**config.mk**
```make
export PLATFORM = sky130hd
export DESIGN_NAME = fp_mul_booth_seq_flat
export DESIGN_NICKNAME = d
export VERILOG_FILES = /design/src/rtl/fp_mul_pkg.sv /design/src/rtl/fp_mul_booth_seq_if.sv /design/src/rtl/fp_mul_booth_seq_enc.sv /design/src/rtl/fp_mul_booth_seq.sv /design/src/flat_wrapper.sv
export SDC_FILE = /design/constraint.sdc
export NUM_CORES = 1
export LEC_CHECK = 0
export CAP_MARGIN = 25
export CORE_MARGIN = 2
export CORE_UTILIZATION = 50
export CTS_BUF_LIST = sky130_fd_sc_hd__clkbuf_4
export DETAILED_ROUTE_END_ITERATION = 8
export PLACE_DENSITY = 0.73
export SLEW_MARGIN = 20
export SYNTH_ARGS = -nofsm -noshare
export SYNTH_HDL_FRONTEND = slang
export SYNTH_HIERARCHICAL = 1
export SYNTH_SLANG_ARGS = --single-unit
```
**constraint.sdc**
```tcl
create_clock -name clk -period 6.7 [get_ports clk]
set_input_delay 0.67 -clock clk [delete_from_list [all_inputs] [get_ports clk]]
set_output_delay 0.67 -clock clk [all_outputs]
set_load 0.01 [all_outputs]
```
**src/rtl/fp_mul_pkg.sv**
```systemverilog
// Shared types and constants for the sequential radix-4 Booth significand multiplier.
package fp_mul_pkg;

  localparam int FRC_W    = 23;
  localparam int MAN_W    = FRC_W + 1;
  localparam int PROD_W   = 2 * MAN_W;
  localparam int ACC_W    = PROD_W + 2;
  localparam int N_DIGITS = 13;

  typedef enum logic [1:0] {
    IDLE = 2'd0,
    BUSY = 2'd1,
    DONE = 2'd2
  } booth_state_t;

  // Signed radix-4 Booth digit, range -2..+2.
  typedef logic signed [2:0] booth_digit_t;

  typedef struct packed {
    logic neg;
    logic two;
    logic zero;
  } booth_sel_t;

endpackage

```
**src/rtl/fp_mul_booth_seq_if.sv**
```systemverilog
// Operand/product handshake bundle between unpack, the Booth multiplier and normalization.
interface fp_mul_booth_seq_if #(
  parameter int FRC_W = 23
);
  logic                   in_valid;
  logic                   in_ready;
  logic [FRC_W-1:0]       frc_X;
  logic [FRC_W-1:0]       frc_Y;
  logic                   hid_X;
  logic                   hid_Y;
  logic                   out_valid;
  logic                   out_ready;
  logic [2*FRC_W+1:0]     frc_Z_full;
  logic                   norm_n;
  logic                   busy;

  modport master (
    output in_valid, frc_X, frc_Y, hid_X, hid_Y, out_ready,
    input  in_ready, out_valid, frc_Z_full, norm_n, busy
  );

  modport slave (
    input  in_valid, frc_X, frc_Y, hid_X, hid_Y, out_ready,
    output in_ready, out_valid, frc_Z_full, norm_n, busy
  );
endinterface

```
**src/rtl/fp_mul_booth_seq_enc.sv**
```systemverilog
// Radix-4 Booth recoder: maps a multiplier bit triple to {neg, two, zero} selects.
module booth_r4_enc
  import fp_mul_pkg::*;
(
  input  logic [2:0] triple,
  output booth_sel_t sel
);

  booth_digit_t digit;

  always_comb begin
    case (triple)
      3'b001, 3'b010: digit = 3'sb001;
      3'b011:         digit = 3'sb010;
      3'b100:         digit = 3'sb110;
      3'b101, 3'b110: digit = 3'sb111;
      default:        digit = 3'sb000;
    endcase
  end

  assign sel.neg  = digit[2];
  assign sel.two  = (digit == 3'sb010) || (digit == 3'sb110);
  assign sel.zero = (digit == 3'sb000);

endmodule

```
**src/rtl/fp_mul_booth_seq.sv**
```systemverilog
// Sequential radix-4 Booth significand multiplier: one Booth digit per cycle, 13 digits,
// exact 48-bit unsigned product behind valid/ready handshakes.
module fp_mul_booth_seq #(
  parameter int FRC_W = 23
) (
  input logic               clk,
  input logic               rst_n,
  fp_mul_booth_seq_if.slave bus
);
  import fp_mul_pkg::*;

  localparam int MW     = FRC_W + 1;
  localparam int PW     = 2 * MW;
  localparam int AW     = PW + 2;
  localparam int YW     = MW + 3;
  localparam int DIGITS = (MW + 2) / 2;

  localparam logic [1:0] S_IDLE = IDLE;
  localparam logic [1:0] S_BUSY = BUSY;
  localparam logic [1:0] S_DONE = DONE;

  logic [1:0]    state;
  logic [3:0]    cnt;
  logic [AW-1:0] acc;
  logic [AW-1:0] mcand;   // multiplicand already weighted by 4^cnt
  logic [YW-1:0] mplier;  // current Booth triple sits in bits [2:0]
  logic [AW-1:0] pp;
  logic [AW-1:0] acc_sum;
  logic          accept;
  logic          last;
  booth_sel_t    sel;

  assign bus.in_ready = (state == S_IDLE) || ((state == S_DONE) && bus.out_ready);
  assign accept       = bus.in_valid && bus.in_ready;
  assign last         = (cnt == 4'(DIGITS - 1));

  booth_r4_enc u_enc (
    .triple (mplier[2:0]),
    .sel    (sel)
  );

  // Partial products are formed at full accumulator width, so negation is the
  // sign-extended two's complement of the shifted multiple.
  always_comb begin
    // NOTE: every always_comb output gets a default first, so no path can infer a latch.
    pp = '0;
    if (!sel.zero) begin
      pp = sel.two ? (mcand << 1) : mcand;
      if (sel.neg) pp = -pp;
    end
    acc_sum = acc + pp;
  end

  // NOTE: datapath registers are reset too: the spec requires product and accumulator
  // to read zero after reset, and there is no memory here that would make that costly.
  always_ff @(posedge clk or negedge rst_n) begin
    if (!rst_n) begin
      state          <= S_IDLE;
      cnt            <= '0;
      acc            <= '0;
      mcand          <= '0;
      mplier         <= '0;
      bus.out_valid  <= 1'b0;
      bus.busy       <= 1'b0;
      bus.frc_Z_full <= '0;
      bus.norm_n     <= 1'b0;
    end else if (accept) begin
      // NOTE: sequential state uses non-blocking assignments so every register
      // samples pre-edge values regardless of statement order.
      state         <= S_BUSY;
      cnt           <= '0;
      acc           <= '0;
      mcand         <= AW'({bus.hid_X, bus.frc_X});
      mplier        <= {2'b00, bus.hid_Y, bus.frc_Y, 1'b0};
      bus.busy      <= 1'b1;
      bus.out_valid <= 1'b0;
    end else begin
      case (state)
        S_BUSY: begin
          acc    <= acc_sum;
          mcand  <= mcand << 2;
          mplier <= mplier >> 2;
          cnt    <= cnt + 4'd1;
          if (last) begin
            state          <= S_DONE;
            bus.busy       <= 1'b0;
            bus.out_valid  <= 1'b1;
            bus.frc_Z_full <= acc_sum[PW-1:0];
            bus.norm_n     <= acc_sum[PW-1];
          end
        end
        S_DONE: begin
          if (bus.out_ready) begin
            state         <= S_IDLE;
            bus.out_valid <= 1'b0;
          end
        end
        default: state <= S_IDLE;
      endcase
    end
  end

endmodule

```
**src/flat_wrapper.sv**
```systemverilog
// flat-port wrapper written by rule: the top's interface ports become plain ports
module fp_mul_booth_seq_flat import fp_mul_pkg::*;
#(
  parameter int FRC_W = 23
)
  (clk, rst_n, bus_in_valid, bus_frc_X, bus_frc_Y, bus_hid_X, bus_hid_Y, bus_out_ready, bus_in_ready, bus_out_valid, bus_frc_Z_full, bus_norm_n, bus_busy);
  fp_mul_booth_seq_if #(.FRC_W(FRC_W)) bus_i ();
  input logic clk;
  input logic rst_n;
  input wire logic [$bits(bus_i.in_valid)-1:0] bus_in_valid;
  input wire logic [$bits(bus_i.frc_X)-1:0] bus_frc_X;
  input wire logic [$bits(bus_i.frc_Y)-1:0] bus_frc_Y;
  input wire logic [$bits(bus_i.hid_X)-1:0] bus_hid_X;
  input wire logic [$bits(bus_i.hid_Y)-1:0] bus_hid_Y;
  input wire logic [$bits(bus_i.out_ready)-1:0] bus_out_ready;
  output wire logic [$bits(bus_i.in_ready)-1:0] bus_in_ready;
  output wire logic [$bits(bus_i.out_valid)-1:0] bus_out_valid;
  output wire logic [$bits(bus_i.frc_Z_full)-1:0] bus_frc_Z_full;
  output wire logic [$bits(bus_i.norm_n)-1:0] bus_norm_n;
  output wire logic [$bits(bus_i.busy)-1:0] bus_busy;
  assign bus_i.in_valid = bus_in_valid;
  assign bus_i.frc_X = bus_frc_X;
  assign bus_i.frc_Y = bus_frc_Y;
  assign bus_i.hid_X = bus_hid_X;
  assign bus_i.hid_Y = bus_hid_Y;
  assign bus_i.out_ready = bus_out_ready;
  assign bus_in_ready = bus_i.in_ready;
  assign bus_out_valid = bus_i.out_valid;
  assign bus_frc_Z_full = bus_i.frc_Z_full;
  assign bus_norm_n = bus_i.norm_n;
  assign bus_busy = bus_i.busy;
  fp_mul_booth_seq #(.FRC_W(FRC_W)) u_core (.clk(clk), .rst_n(rst_n), .bus(bus_i));
endmodule
```
Yosys cells after proc, flatten, opt, wreduce, memory -nomap -nowiden
Cells that the tools add are included.

storage, ports and cells
  bits of input ports = 52
  register bits = 184
  logic and storage cells = 64

cells by class
  reduce and logical (&&, ||, !) cells = 15
  add/sub/neg operators = 3
  mux-type cells = 23
  eq/ne operators = 13
  bitwise gates (word level) = 1

operators with widths
  cell                                           number
  2-to-1 mux 50 bit                              7
  2-to-1 mux 27 bit                              2
  adder 50 bit                                   1
  negation 50 bit                                1
  == test 3 bit, second input constant           4
  one-hot mux 3 bit (4 select lines)             1
  == test 3 x 2 -> 1 bit, second input constant  3
  2-to-1 mux 4 bit                               2
  2-to-1 mux 1 bit                               6
  2-to-1 mux 2 bit                               3
  AND reduction 3 bit                            2
  adder 4 x 1 -> 4 bit, second input constant    1
  == test 4 bit, second input constant           1
  one-hot mux 2 bit (2 select lines)             1
  AND reduction 2 bit                            2
  nonzero test 2 bit                             2
  OR reduction 2 bit                             2
  == test 3 x 1 -> 1 bit, second input constant  1
  zero test 3 bit                                1
  != test 3 x 1 -> 1 bit, second input constant  1
  != test 3 x 2 -> 1 bit, second input constant  1
  nonzero test 3 bit                             1
  == test 2 x 1 -> 1 bit, second input constant  1
  == test 2 bit, second input constant           1
  5 further kinds                                7

Logic depth before layout (Yosys ltp)
Gate-level depths: netlist of the first run.

  depth after elaboration = 12
  gate-level depth with buffers = 29
  mapped depth without buffers = 24

Hierarchy
The synthesis of the first run kept the hierarchy.

by module, submodules not included
  module            cells an instance  times used  sequential area each (um2)  area each (um2)
  fp_mul_booth_seq  1496               1           4429.2                      11917.7
  booth_r4_enc      7                  1           0.0                         37.5

Worst setup path before layout of the first run
Ideal clock, no wire load.

  path kind = reg-to-reg
  from = register u_core.mplier[0]
  to = register u_core.acc[47]
  path buffers = 5
  data arrival time = 6.801 ns
  path slack = -0.237 ns
  period minus slack after synthesis = 6.937 ns
  cell stages (with the launch flop) = 29
  setup time = 0.136 ns
  cell sequence = dfrtp_1 -> nand2b_1 -> o22ai_1 -> buf_2 -> clkbuf_1 -> buf_1 -> clkbuf_1 -> buf_2 -> mux2i_1 -> ha_1 -> a21bo_1 -> or4_4 -> or3_4 -> o41a_1 -> o21bai_4 -> a21oi_2 -> xnor2_1 -> nor2_1 -> a2111oi_1 -> ha_1 -> a21oi_1 -> o21ai_0 -> nor2_1 -> a31o_2 -> a211oi_1 -> a31oi_1 -> o41ai_1 -> xnor2_1 -> o21ai_0

RTL lines
  element                 RTL line                RTL
  start, declared         fp_mul_booth_seq.sv:26  logic [YW-1:0] mplier;
  start signal, assigned  fp_mul_booth_seq.sv:74  mplier <= {2'b00, bus.hid_Y, bus.frc_Y, 1'b0};
  start signal, assigned  fp_mul_booth_seq.sv:82  mplier <= mplier >> 2;
  end signal, assigned    fp_mul_booth_seq.sv:80  acc <= acc_sum;
  end, declared           fp_mul_booth_seq.sv:24  logic [AW-1:0] acc;

==> results of run 1 <==
==> critical path, stage by stage, from the launching register on <==
cell and delay [ns]:
dfrtp_1 0.48, nand2_1 0.14, o22ai_4 0.24, mux2i_1 0.27, ha_1 0.19, a21bo_1 0.21, or4_4 0.44, or3_4 0.37
o41a_1 0.44, o21bai_4 0.24, a21oi_2 0.18, xnor2_1 0.14, nor2_1 0.05, a2111oi_1 0.45, ha_1 0.28, nand2_1 0.13
o21ai_0 0.23, nor2_1 0.08, a31o_2 0.25, a211oi_2 0.30, a31oi_1 0.17, o41ai_1 0.46, xnor2_1 0.20, o21ai_0 0.10
==> worst min path at each step <==
stage / start / end / slack, ns / depth (start not counted)
floorplan: rst_n / u_core/acc[0] / 0.37 / 0
global placement: u_core/mplier[3] / u_core/mplier[3] / 0.46 / 2
detailed placement: u_core/mplier[16] / u_core/mplier[16] / 0.46 / 2
CTS: rst_n / u_core/mplier[17] / 0.48 / 2
global route: rst_n / u_core/mplier[17] / 0.50 / 2
finish: rst_n / u_core/mplier[17] / 0.50 / 2
==> repair_timing <==
item	4_1_cts	5_1_grt
hold endpoints to repair	39	0
endpoints found under the setup margin	0	2
gates resized for setup	0	1
hold buffers	1	0
==> flip-flops by register name, summed over array words and instances (netlist names) <==
register and cells:
u_core/acc 48, u_core/mcand 48, u_core/bus.frc_Z_full 47, u_core/mplier 25, u_core/cnt 4, u_core/state 2, u_core/bus.busy 1, u_core/bus.norm_n 1
u_core/bus.out_valid 1
==> logic make-up after synthesis <==
kind of cell / Yosys count / share of synthesized area (%)
flip-flops: 177 / 37.0
multiplexers: 19 / 1.63
adder cells (fa/ha/maj): 51 / 5.40
AND/OR/NAND/NOR: 590 / 21.8
XOR/XNOR: 79 / 5.79
buffers and inverters: 131 / 4.26
AO/OA/AOI/OAI: 456 / 24.1
==> layout make-up <==
class / instances / area [sq um]
well taps: 319 / 399
fillers: 2140 / 10000
clock inverters: 15 / 145
inverters: 22 / 82.6
flip-flops and latches: 177 / 4430
clock buffers: 17 / 128
multi-input cells: 1195 / 7060
repair buffers: 119 / 1170
diodes: 1 / 2.50
==> cells in the mapped netlist, types with 9 or more instances <==
cell and instances:
nand2_1 308, dfrtp_1 177, o21ai_0 156, a21oi_1 103, nor2_1 102, clkbuf_1 93
nand3_1 65, xnor2_1 52, ha_1 50, a22oi_1 43, a21o_1 27, xor2_1 27
inv_1 22, nor2b_1 22, nor3_1 18, nand4_1 17, a31oi_1 16, mux2i_1 15
nand2b_1 12, o211ai_1 11, o21bai_1 11, a211o_1 10, buf_1 9, o31ai_1 9
==> metal layers <==
metal | track usage [%] | share of wire (%) | wire (microns) | vias up
li1 | - | - | - | 5361
met5 | 0 | 0 | 0 | -
met2 | 37.1 | 42 | 13500 | 412
met1 | 40.5 | 49 | 15800 | 5112
met3 | 3.35 | 6.9 | 2200 | 41
met4 | 7.34 | 1.9 | 616 | 0
==> stage by stage <==
step	std cells	worst slack, ns
after floorplan	1503	0.0805
after global placement	1830	0.597
after detailed placement	1830	0.387
after CTS	1863	0.371
after global routing	1865	0.0255
final	1865	0.527
==> cells in the final DEF, fill, tap and decap left out, drive strengths merged, types with 17 or more instances in the layout <==
| cell | n |
|---|---|
| dfrtp | 177 |
| nand4 | 17 |
| nor2b | 22 |
| a21oi | 106 |
| nor3 | 19 |
| nor2 | 102 |
| a22oi | 43 |
| ha | 50 |
| nand3 | 65 |
| o21ai | 157 |
| nand2 | 308 |
| clkbuf | 17 |
| clkdlybuf4s50 | 102 |
| xnor2 | 52 |
| inv | 29 |
| xor2 | 27 |
| a21o | 27 |
==> results.json, run 1 <==
{
  "ys.warnings.count": 6,
  "max_freq_mhz": 162,
  "drt.antenna.violating_nets": 0,
  "cts_buffers": 17,
  "yosysTopAreaCellShare_pct": 37.0,
  "crit_required_ns": 7.16,
  "final.period_utilization_pct": 92.1,
  "drc": 0,
  "clock-skew-final_ns": 0.0200,
  "fin_util_pct": 57.2,
  "arrival_ns": 6.64,
  "critPathKind": "register to register",
  "design_area_sq_um": 13400,
  "cp-end-kind": "register",
  "antenna_found_initial": 1,
  "hold_viol": 0,
  "status": "finished clean",
  "avgSynthCellArea_sq_um": 7.95,
  "root_buffer": "clkbuf_4",
  "r2r_end": "u_core/acc[47]",
  "max_cap_viol_count": 0,
  "dpl_cell_area_sq_um": 13100,
  "syn_to_final_growth_pct": 12.3,
  "worstRegToRegCells": 23,
  "htreeDepth": 4,
  "num_rows": 56,
  "fin_setup_tns_ns": 0,
  "worstSkewPairLatency_ns": 0.60,
  "worstSetupEndpoint": "u_core/acc[47]",
  "grt_pass1_vias": 9748,
  "drt-vias-per-instance": 5.86,
  "place_congestion": 0.922,
  "reg2reg_setup_slack_ns": 0.53,
  "die_h_microns": 159,
  "synthTopCellsByArea": "dfrtp_1, nand2_1, o21ai_0, ha_1, a21oi_1",
  "cts_tree": "yes",
  "finalNetCount": 1635,
  "crit_path_max_fanout": 6,
  "clock_path_buffers": 2,
  "initial_utilization_pct": 50.9,
  "synth_async_sr_flop_share_pct": 100,
  "report.final.setup_viol": 0,
  "synth_area_leader_cell": "dfrtp_1",
  "syn_area_sq_um": 12000,
  "worstSetupStartpointType": "register",
  "grt_pass1_wl_microns": 51600,
  "synth_edf_count": 0,
  "cts_num_sinks": 177,
  "syn-instance-count": 1503,
  "ys_types": 75,
  "whs_ns": 0.497,
  "num_io_pins": 104,
  "drt_first_pass_iters": 6,
  "fp.dieW_microns": 159,
  "drt-wirelength-per-cell_microns": 17.2,
  "place_hpwl_microns": 23000,
  "drive_gt1_share_pct": 5.50,
  "overflow": 0,
  "post_cts_buffers": 0,
  "grt_max_degree": 91,
  "synthFlopType": "dfrtp_1",
  "core-area_sq_um": 23500,
  "die_area_sq_um": 25200,
  "dr_total_vias": 10900,
  "slew_headroom_pct": 32.6,
  "rsz0062_at_grt": "no",
  "regToRegStartpoint": "u_core/mplier[1]",
  "port_buffers": 103,
  "tightest_slew_ns": 1.01,
  "cp-startpoint": "u_core/mplier[1]",
  "synth_nets": 1606,
  "period_minus_slack_ns": 6.17,
  "drt-initial-drc-count": 1095,
  "grt_use_total_pct": 25.9,
  "seq_area_frac_synth_pct": 37.0,
  "worstHoldPathType": "input port to asynchronous set/reset pin",
  "synth-seq-cells": 177,
  "cts.clk_slew.worst_paths_ns": 0.18,
  "finalMaxSlewViolations": 0,
  "wl_microns": 32100
}
Power of run 1 is not shown: default switching activity piles up to over one toggle a cycle in this logic, so the estimate is an artifact.
==> run 2: changes to the inputs <==
Settings changed: CORE_MARGIN 2 to default, CTS_CLUSTER_DIAMETER from default to 30, SLEW_MARGIN 20 to 0.
==> results.json, run 2 (same netlist as run 1, synthesis figures left out) <==
{
  "status": "finished clean",
  "use_met1_pct": 40.4,
  "reg_top3": "u_core/acc x48, u_core/mcand x48, u_core/bus.frc_Z_full x47",
  "drt.antenna.violating_nets": 0,
  "drt-initial-drc-count": 915,
  "final_cell_mix": "nand2_1, dfrtp_1, o21ai_0, a21oi_1, clkdlybuf4s50_1",
  "drt-vias-per-instance": 5.84,
  "grt_max_degree": 111,
  "overflow": 0,
  "place_hpwl_microns": 22600,
  "r2r_end": "u_core/acc[47]",
  "worstRegToRegCells": 23,
  "finalMaxSlewViolations": 0,
  "dr_total_vias": 10900,
  "finalNetCount": 1637,
  "clock-skew-final_ns": 0.0334,
  "final.period_utilization_pct": 92.2,
  "met2_usage_pct": 38.6,
  "mostFrequentLayoutCell": "nand2_1",
  "grt_use_total_pct": 26.4,
  "slew_headroom_pct": 38.9,
  "die_area_sq_um": 24500,
  "place_congestion": 0.929,
  "worstHoldPathType": "register to register",
  "setup_slack_ns": 0.519,
  "min_from": "u_core/bus.frc_Z_full[28]",
  "crit_path_max_fanout": 7,
  "critPathKind": "register to register",
  "max_cap_viol_count": 0,
  "antenna_found_initial": 1,
  "cp-end-kind": "register",
  "max_freq_mhz": 162,
  "fp.dieW_microns": 157,
  "cts.clk_slew.worst_paths_ns": 0.17,
  "clock_path_buffers": 2,
  "core-area_sq_um": 23500,
  "rsz0062_at_grt": "no",
  "min_path_cells": 2,
  "num_io_pins": 104,
  "worstSetupStartpointType": "register",
  "whs_ns": 0.496,
  "cts_num_sinks": 177,
  "tightest_slew_ns": 0.917,
  "top_usage_layer": "met1",
  "drt-wirelength-per-cell_microns": 16.8,
  "grt_pass1_wl_microns": 51000,
  "hold_viol": 0,
  "report.final.setup_viol": 0,
  "drive_gt1_share_pct": 5.69,
  "worstSkewPairLatency_ns": 0.61,
  "syn_to_final_growth_pct": 12.8,
  "initial_utilization_pct": 50.9,
  "num_rows": 56,
  "htreeDepth": 4,
  "crit_required_ns": 7.18,
  "fin_setup_tns_ns": 0,
  "regToRegStartpoint": "u_core/mplier[2]",
  "drt_first_pass_iters": 5,
  "cts_tree": "yes",
  "arrival_ns": 6.66,
  "holdPathEnd": "u_core/bus.frc_Z_full[28]",
  "grt_pass1_vias": 9847,
  "die_h_microns": 157,
  "root_buffer": "clkbuf_4",
  "drc": 0,
  "n_fill_cell": 2204,
  "place_ws_ns": 0.383,
  "grtUsageMet3_pct": 3.32,
  "wl_microns": 31500,
  "reg2reg_setup_slack_ns": 0.52,
  "period_minus_slack_ns": 6.18,
  "cts_buffers": 17,
  "port_buffers": 103
}
-- run 2: routing by layer --
metal / vias up / wire (microns) / part of all wire (%)
li1: 5383 / - / -
met1: 5155 / 15800 / 50
met2: 342 / 13500 / 43
met3: 31 / 1690 / 5.4
met4: 0 / 488 / 1.6
met5: - / 0 / 0
-- run 2: layout make-up --
| cell class | count | area (sq um) | share of cell area (%) |
|---|---|---|---|
| multi-input cells | 1195 | 7060 | 52.4 |
| flip-flops and latches | 177 | 4430 | 32.8 |
| repair buffers | 121 | 1190 | 8.82 |
| well taps | 319 | 399 | 2.96 |
| clock inverters | 15 | 191 | 1.42 |
| clock buffers | 17 | 128 | 0.946 |
| inverters | 22 | 82.6 | 0.612 |
| diodes | 1 | 2.50 | 0.0186 |
-- run 2: how the worst max path moves through the flow --
stage | to | start | slack [ns] | cells past startpoint
after floorplan | u_core/acc[47] | u_core/mplier[0] | 0.08 | 28
after global placement | u_core/acc[47] | u_core/mplier[0] | 0.62 | 23
after detailed placement | u_core/acc[47] | u_core/mplier[2] | 0.38 | 23
after CTS | u_core/acc[47] | u_core/mplier[2] | 0.34 | 23
after global routing | u_core/acc[47] | u_core/mplier[2] | 0.06 | 23
final | u_core/acc[47] | u_core/mplier[2] | 0.52 | 23
-- run 2: worst max-delay path, stage by stage (launching register included) --
cell       delay [ns]
dfrtp_1          0.51
nand2b_1         0.14
o22ai_4          0.18
mux2i_1          0.27
ha_1             0.20
a21bo_1          0.21
or4_4            0.45
or3_4            0.37
o41a_1           0.44
o21bai_4         0.23
a21oi_2          0.19
xnor2_1          0.14
nor2_1           0.06
a2111oi_1        0.41
ha_1             0.31
a21oi_1          0.14
o21ai_0          0.24
nor2_1           0.08
a31o_2           0.25
a211oi_2         0.27
a31oi_1          0.19
o41ai_1          0.48
xnor2_1          0.20
o21ai_0          0.10
-- run 2: repair_timing --
action,CTS,global route
resized for setup,0,1
endpoints found under the setup margin,0,2
buffers inserted,0,0
endpoints found under the hold margin,9,0
hold buffers,1,0
-- run 2: stage by stage --
| stage | cells | cell area [sq um] | utilization [%] |
|---|---|---|---|
| 2_1_floorplan | 1503 | 12000 | - |
| 3_3_place_gp | 1832 | 13100 | 55.9 |
| 3_5_place_dp | 1832 | 13100 | 55.9 |
| 4_1_cts | 1865 | 13500 | 57.3 |
| 5_1_grt | 1867 | 13500 | 57.5 |
| 6_report | 1867 | 13500 | 57.5 |
Power of run 2 is left out for the same reason.
==> run 3: changes to the inputs <==
Settings changed: GPL_TIMING_DRIVEN from default to 1.
==> results of run 3 <==
Same layout as run 2: the final DEF is identical, and so are final timing and power.
Power of run 3 is left out for the same reason.
